$ cat src/rtl/mac_seq_ctrl_pkg.sv
// Shared types and constants for the MAC dot-product sequencer.
// PIPE_LAT must track the operand-to-accumulator latency of the attached MAC.
package mac_seq_ctrl_pkg;

  localparam int unsigned DATA_W_DEF = 32;
  localparam int unsigned LEN_W_DEF  = 16;
  localparam int unsigned PIPE_LAT   = 4;
  localparam int unsigned DRAIN_W    = (PIPE_LAT > 1) ? $clog2(PIPE_LAT) : 1;

  typedef enum logic [1:0] {
    IDLE  = 2'd0,
    RUN   = 2'd1,
    DRAIN = 2'd2,
    DONE  = 2'd3
  } state_t;

endpackage

$ cat src/rtl/mac_seq_ctrl_if.sv
// Job, operand, MAC and result signals of the dot-product sequencer.
// slave is the sequencer side; master is the surrounding fetch/MAC/consumer side.
interface mac_seq_ctrl_if #(
  parameter int unsigned DATA_W = mac_seq_ctrl_pkg::DATA_W_DEF,
  parameter int unsigned LEN_W  = mac_seq_ctrl_pkg::LEN_W_DEF
) ();

  logic              start;
  logic              abort;
  logic [LEN_W-1:0]  len;
  logic              busy;

  logic              op_valid;
  logic [DATA_W-1:0] op_a;
  logic [DATA_W-1:0] op_b;
  logic              op_ready;

  logic [DATA_W-1:0] mac_a;
  logic [DATA_W-1:0] mac_b;
  logic              mac_en;
  logic              mac_rst;
  logic [DATA_W-1:0] mac_acc;

  logic              res_valid;
  logic [DATA_W-1:0] res_data;
  logic              res_ready;

  modport master (
    output start, abort, len, op_valid, op_a, op_b, mac_acc, res_ready,
    input  busy, op_ready, mac_a, mac_b, mac_en, mac_rst, res_valid, res_data
  );

  modport slave (
    input  start, abort, len, op_valid, op_a, op_b, mac_acc, res_ready,
    output busy, op_ready, mac_a, mac_b, mac_en, mac_rst, res_valid, res_data
  );

endinterface

$ cat src/rtl/mac_seq_ctrl.sv
// Sequences one pipelined MAC through a dot product of programmable length,
// zero-filling idle cycles and returning the accumulator after the pipeline drains.
module mac_seq_ctrl
  import mac_seq_ctrl_pkg::*;
#(
  parameter int unsigned DATA_W = DATA_W_DEF,
  parameter int unsigned LEN_W  = LEN_W_DEF
) (
  input  logic          clk,
  input  logic          rst,
  mac_seq_ctrl_if.slave bus
);

  localparam logic [DRAIN_W-1:0] DRAIN_LAST = DRAIN_W'(PIPE_LAT - 1);

  state_t            state_q, state_d;
  logic [LEN_W-1:0]  len_q, len_d;
  logic [LEN_W-1:0]  cnt_q, cnt_d;
  logic [LEN_W-1:0]  cnt_inc;
  logic [DRAIN_W-1:0] dcnt_q, dcnt_d;
  logic [DATA_W-1:0] res_q, res_d;
  logic              hs_c;

  assign hs_c    = (state_q == RUN) && bus.op_valid;
  assign cnt_inc = cnt_q + LEN_W'(1);

  // State register
  always_ff @(posedge clk or negedge rst) begin
    if (!rst) state_q <= IDLE;
    else      state_q <= state_d;
  end

  // Job length, operand/drain counters and captured result
  always_ff @(posedge clk or negedge rst) begin
    if (!rst) begin
      len_q  <= '0;
      cnt_q  <= '0;
      dcnt_q <= '0;
      res_q  <= '0;
    end else begin
      len_q  <= len_d;
      cnt_q  <= cnt_d;
      dcnt_q <= dcnt_d;
      res_q  <= res_d;
    end
  end

  // Next-state and counter update
  always_comb begin
    state_d = state_q;
    len_d   = len_q;
    cnt_d   = cnt_q;
    dcnt_d  = dcnt_q;
    res_d   = res_q;
    case (state_q)
      IDLE: begin
        if (bus.start && !bus.abort) begin
          len_d   = bus.len;
          cnt_d   = '0;
          dcnt_d  = '0;
          state_d = (bus.len == '0) ? DRAIN : RUN;
        end
      end
      RUN: begin
        if (bus.abort) begin
          state_d = IDLE;
        end else if (bus.op_valid) begin
          cnt_d = cnt_inc;
          if (cnt_inc == len_q) begin
            dcnt_d  = '0;
            state_d = DRAIN;
          end
        end
      end
      DRAIN: begin
        if (bus.abort) begin
          state_d = IDLE;
        end else begin
          dcnt_d = dcnt_q + DRAIN_W'(1);
          // Last operand has just reached the accumulator
          if (dcnt_q == DRAIN_LAST) begin
            res_d   = bus.mac_acc;
            state_d = DONE;
          end
        end
      end
      DONE: begin
        if (bus.res_ready) state_d = IDLE;
      end
      default: state_d = IDLE;
    endcase
  end

  // Control outputs decode the state register only
  assign bus.busy      = (state_q != IDLE);
  assign bus.op_ready  = (state_q == RUN);
  assign bus.mac_en    = (state_q != IDLE);
  assign bus.mac_rst   = (state_q == IDLE);
  assign bus.res_valid = (state_q == DONE);
  assign bus.res_data  = res_q;

  // The MAC re-adds its held stage-1 product, so every non-handshake cycle feeds zeros
  assign bus.mac_a = (hs_c && !bus.abort) ? bus.op_a : '0;
  assign bus.mac_b = (hs_c && !bus.abort) ? bus.op_b : '0;

  res_hold_a: assert property (@(posedge clk) disable iff (!rst)
    (bus.res_valid && !bus.res_ready) |=> (bus.res_valid && $stable(bus.res_data)));

  ready_busy_a: assert property (@(posedge clk) disable iff (!rst)
    bus.op_ready |-> bus.busy);

endmodule

$ cat src/flat_wrapper.sv
// flat-port wrapper written by rule: the top's interface ports become plain ports
module mac_seq_ctrl_flat import mac_seq_ctrl_pkg::*;
#(
  parameter int unsigned DATA_W = DATA_W_DEF,
  parameter int unsigned LEN_W  = LEN_W_DEF
)
  (clk, rst, bus_start, bus_abort, bus_len, bus_op_valid, bus_op_a, bus_op_b, bus_mac_acc, bus_res_ready, bus_busy, bus_op_ready, bus_mac_a, bus_mac_b, bus_mac_en, bus_mac_rst, bus_res_valid, bus_res_data);
  mac_seq_ctrl_if #(.DATA_W(DATA_W), .LEN_W(LEN_W)) bus_i ();
  input  logic clk;
  input  logic rst;
  input wire logic [$bits(bus_i.start)-1:0] bus_start;
  input wire logic [$bits(bus_i.abort)-1:0] bus_abort;
  input wire logic [$bits(bus_i.len)-1:0] bus_len;
  input wire logic [$bits(bus_i.op_valid)-1:0] bus_op_valid;
  input wire logic [$bits(bus_i.op_a)-1:0] bus_op_a;
  input wire logic [$bits(bus_i.op_b)-1:0] bus_op_b;
  input wire logic [$bits(bus_i.mac_acc)-1:0] bus_mac_acc;
  input wire logic [$bits(bus_i.res_ready)-1:0] bus_res_ready;
  output wire logic [$bits(bus_i.busy)-1:0] bus_busy;
  output wire logic [$bits(bus_i.op_ready)-1:0] bus_op_ready;
  output wire logic [$bits(bus_i.mac_a)-1:0] bus_mac_a;
  output wire logic [$bits(bus_i.mac_b)-1:0] bus_mac_b;
  output wire logic [$bits(bus_i.mac_en)-1:0] bus_mac_en;
  output wire logic [$bits(bus_i.mac_rst)-1:0] bus_mac_rst;
  output wire logic [$bits(bus_i.res_valid)-1:0] bus_res_valid;
  output wire logic [$bits(bus_i.res_data)-1:0] bus_res_data;
  assign bus_i.start = bus_start;
  assign bus_i.abort = bus_abort;
  assign bus_i.len = bus_len;
  assign bus_i.op_valid = bus_op_valid;
  assign bus_i.op_a = bus_op_a;
  assign bus_i.op_b = bus_op_b;
  assign bus_i.mac_acc = bus_mac_acc;
  assign bus_i.res_ready = bus_res_ready;
  assign bus_busy = bus_i.busy;
  assign bus_op_ready = bus_i.op_ready;
  assign bus_mac_a = bus_i.mac_a;
  assign bus_mac_b = bus_i.mac_b;
  assign bus_mac_en = bus_i.mac_en;
  assign bus_mac_rst = bus_i.mac_rst;
  assign bus_res_valid = bus_i.res_valid;
  assign bus_res_data = bus_i.res_data;
  mac_seq_ctrl #(.DATA_W(DATA_W), .LEN_W(LEN_W)) u_core (.clk(clk), .rst(rst), .bus(bus_i));
endmodule
$ cat config.mk
export PLATFORM = sky130hd
export DESIGN_NAME = mac_seq_ctrl_flat
export DESIGN_NICKNAME = d
export VERILOG_FILES = /design/src/rtl/mac_seq_ctrl_pkg.sv /design/src/rtl/mac_seq_ctrl_if.sv /design/src/rtl/mac_seq_ctrl.sv /design/src/flat_wrapper.sv
export SDC_FILE = /design/constraint.sdc
export NUM_CORES = 1
export LEC_CHECK = 0
export CAP_MARGIN = 25
export CORE_AREA = 2 2 110 112
export DETAILED_ROUTE_END_ITERATION = 12
export DIE_AREA = 0 0 112 114
export DONT_BUFFER_PORTS = 1
export PLACE_DENSITY_LB_ADDON = 0.2
export SLEW_MARGIN = 0
export SYNTH_ARGS = -nofsm -noshare
export SYNTH_HDL_FRONTEND = slang
export SYNTH_SLANG_ARGS = --single-unit
$ cat constraint.sdc
create_clock -name clk -period 6.3 [get_ports clk]
set_input_delay 1.26 -clock clk [delete_from_list [all_inputs] [get_ports clk]]
set_output_delay 1.26 -clock clk [all_outputs]
set_load 0.1 [all_outputs]
==> impl_metrics.tcl <==
set metrics [dict create \
    place_hpwl_um 8280 \
    portBuffers 0 \
    antenna_found_initial 10 \
    grt-ovfl-total 0 \
    post_cts_buffers 0 \
    die_h_um 114 \
    crit_path_end_kind "output port" \
    grt.total_usage 0.164 \
    initial_utilization 0.337 \
    post-route-drc-count 0 \
    routed_wl_um 11000 \
    relSlewSlack 0.294 \
    fin_crit_sh 0.665 \
    clockRootBuffer "clkbuf_16" \
    fin_nets 491 \
    cts_max_level 3 \
    die-area_sq_um 12800 \
    synth_ff_type "dfrtp_1" \
    hold_viol_final 0 \
    cts_buffers 9 \
    hold_class "reg -> reg" \
    critPathBufInv 2 \
    coreArea_sq_um 11700 \
    cpLargestDelayFamily "simple AND/OR/NAND/NOR gates" \
    multiInputGateArea_sq_um 2030 \
    cts_tree "yes" \
    p_leak_nw 2.06 \
    yosysUniqueCellTypes 51 \
    die_x_um 112 \
    numClockSinks 68 \
    synth_edf_count 0 \
    synth_nets 511 \
    ctsResizeCount 0 \
    cts.path.max_buffers 2 \
    synth-async-reset-ratio 1.00 \
    routedWlPerCell_um 20.8 \
    syn_area_sq_um 3940 \
    avgViaCountPerCell 5.59 \
    route.vias.total 2962 \
    max-cap-violations 0 \
    insertion_delay_ns 0.33 \
    crit_path_top_delay_cell "and3_1" \
    seq_area_frac_synth 0.432 \
    area_delta_synth_final_pct 9.49 \
    final_util 0.368 \
    routabilityCongestion 0.828 \
    grt_max_degree 69 \
    worst_setup_path_start_kind "register" \
    crit_fanout 67 \
    drtAntennaViolNets 0 \
    drt_iter0_markers 207 \
    place_inst 507 \
    critPathKind "reg -> out" \
    vdd_drop_max_mv 0.332 \
    powerDensity_nw_per_um2 571 \
    critPathMaxStageDelay_ns 0.91 \
    fin_cells 530 \
    drtPass1Iterations 5 \
    synthesis.instances 391 \
    finalMaxSlewViolations 0 \
    area.sequential_sq_um 1700 \
    setup_viol 0 \
    crit_chain "nor2b_2 > buf_4 > nor2b_2 > buf_4 > and3_1" \
    tightest_slew_ns 1.06 \
    path_clk_slew_ns 0.06 \
    worstPathArrival_ns 2.93 \
    num-fill-cells 1183 \
    grt_pass1_wl_um 16300 \
    clock.fmax_mhz 239 \
    min_period_ns 4.19 \
    cts_hold_buf 0 \
    yosysWarnings 0 \
    pin_count 219 \
    layout-drive-gt1-share 0.199 \
    rows 40 \
    ys_ff_latch 68 \
    syn_area_per_cell_sq_um 10.1 \
    required_ns 5.04 \
    grt_pass1_vias 2878 \
    clock-skew-final_ns 0.00679 \
    status "finished clean" \
    setup-tns-final_ns 0 \
    rsz0062_at_grt "false" \
]
[final cells by class]
class                   instances  area share
flip-flops and latches         68       0.394
clock inverters                 7      0.0244
multi-input cells             282       0.471
diodes                          7     0.00406
well taps                     147      0.0426
repair buffers                  3     0.00522
clock buffers                   9      0.0522
inverters                       7     0.00609
[per-stage QoR]
stage | cell area (sq um) | hold WS (ns) | power (mW) | setup slack (ns)
floorplan | 3940 | 0.470 | 1.83 | 1.66
global placement | 3970 | 0.490 | 1.90 | 2.44
detailed placement | 3970 | 0.498 | 1.91 | 2.40
CTS | 4300 | 0.508 | 2.48 | 2.14
global route | 4300 | 0.525 | 2.56 | 1.98
finish | 4320 | 0.505 | 2.46 | 2.11
[per-layer routing]
layer | track usage | vias to the layer above | wire [um]
met5 | 0 | - | 46
met4 | 0.0553 | 8 | 250
met3 | 0.0861 | 22 | 1390
met2 | 0.215 | 138 | 4450
met1 | 0.230 | 1407 | 4910
li1 | - | 1387 | -
[worst paths after layout]
path | start | to | slack (ns) | cells after the start
hold reg to reg | u_core.cnt_q[15] | u_core.cnt_q[15] | 0.50 | 1
max in group asynchronous | rst | u_core.cnt_q[8] | 5.57 | 0
setup reg to reg | u_core.state_q[0] | u_core.len_q[8] | 2.84 | 4
min in group asynchronous | rst | u_core.cnt_q[5] | 0.62 | 0
setup / recovery | u_core.state_q[0] | bus_mac_a[22] | 2.11 | 5
hold / removal | u_core.cnt_q[15] | u_core.cnt_q[15] | 0.50 | 1
[state kept, by name, summed over array words and instances (netlist names)]
register             cells
u_core.cnt_q            16
u_core.dcnt_q            2
u_core.len_q            16
u_core.state_q           2
u_core.bus.res_data     32
[where the power goes]
group | leakage, nW | internal [mW] | switching, mW
sequential | 0.905 | 0.551 | 0.515
clock | 0.159 | 0.353 | 0.206
combinational | 0.995 | 0.230 | 0.608
[Yosys cell counts (all sizes together) (4+ instances only)]
cell type	n	area share
o21ai	26	0.033
nor4	7	0.015
nor2	16	0.015
buf	9	0.022
mux2	47	0.13
nor3	4	0.0051
xnor2	17	0.038
nand3	5	0.0095
clkbuf	25	0.025
nor2b	4	0.0063
and2	4	0.0063
nand4	6	0.013
and3	68	0.11
a31oi	4	0.0063
o31ai	5	0.0095
nand2	23	0.022
a21oi	8	0.010
inv	7	0.0067
dfrtp	68	0.43
[placed cells by master, fill, tap and decap left out, types with 5 or more instances in the layout]
cell	instances
and3_1	67
nand2_1	23
a21oi_1	8
nor4_1	6
clkbuf_16	9
inv_1	7
o21ai_0	25
mux2_2	47
dfrtp_1	68
xnor2_1	17
diode_2	7
nor2_1	16
nand4_1	5
o31ai_1	5
[kinds of logic (layout without fill, tap and decap cells)]
kind of cell    Yosys count  in the layout  synth area share
mux                      49             49             0.139
fa+ha+maj                 2              2           0.00635
simple gates            146            146             0.218
other cells               0              7                 0
compound gates           65             65             0.106
buf+inv                  41             26            0.0537
flops                    68             68             0.432
xor+xnor                 20             20            0.0444
No activity file was read; power rests on OpenSTA's default activity.
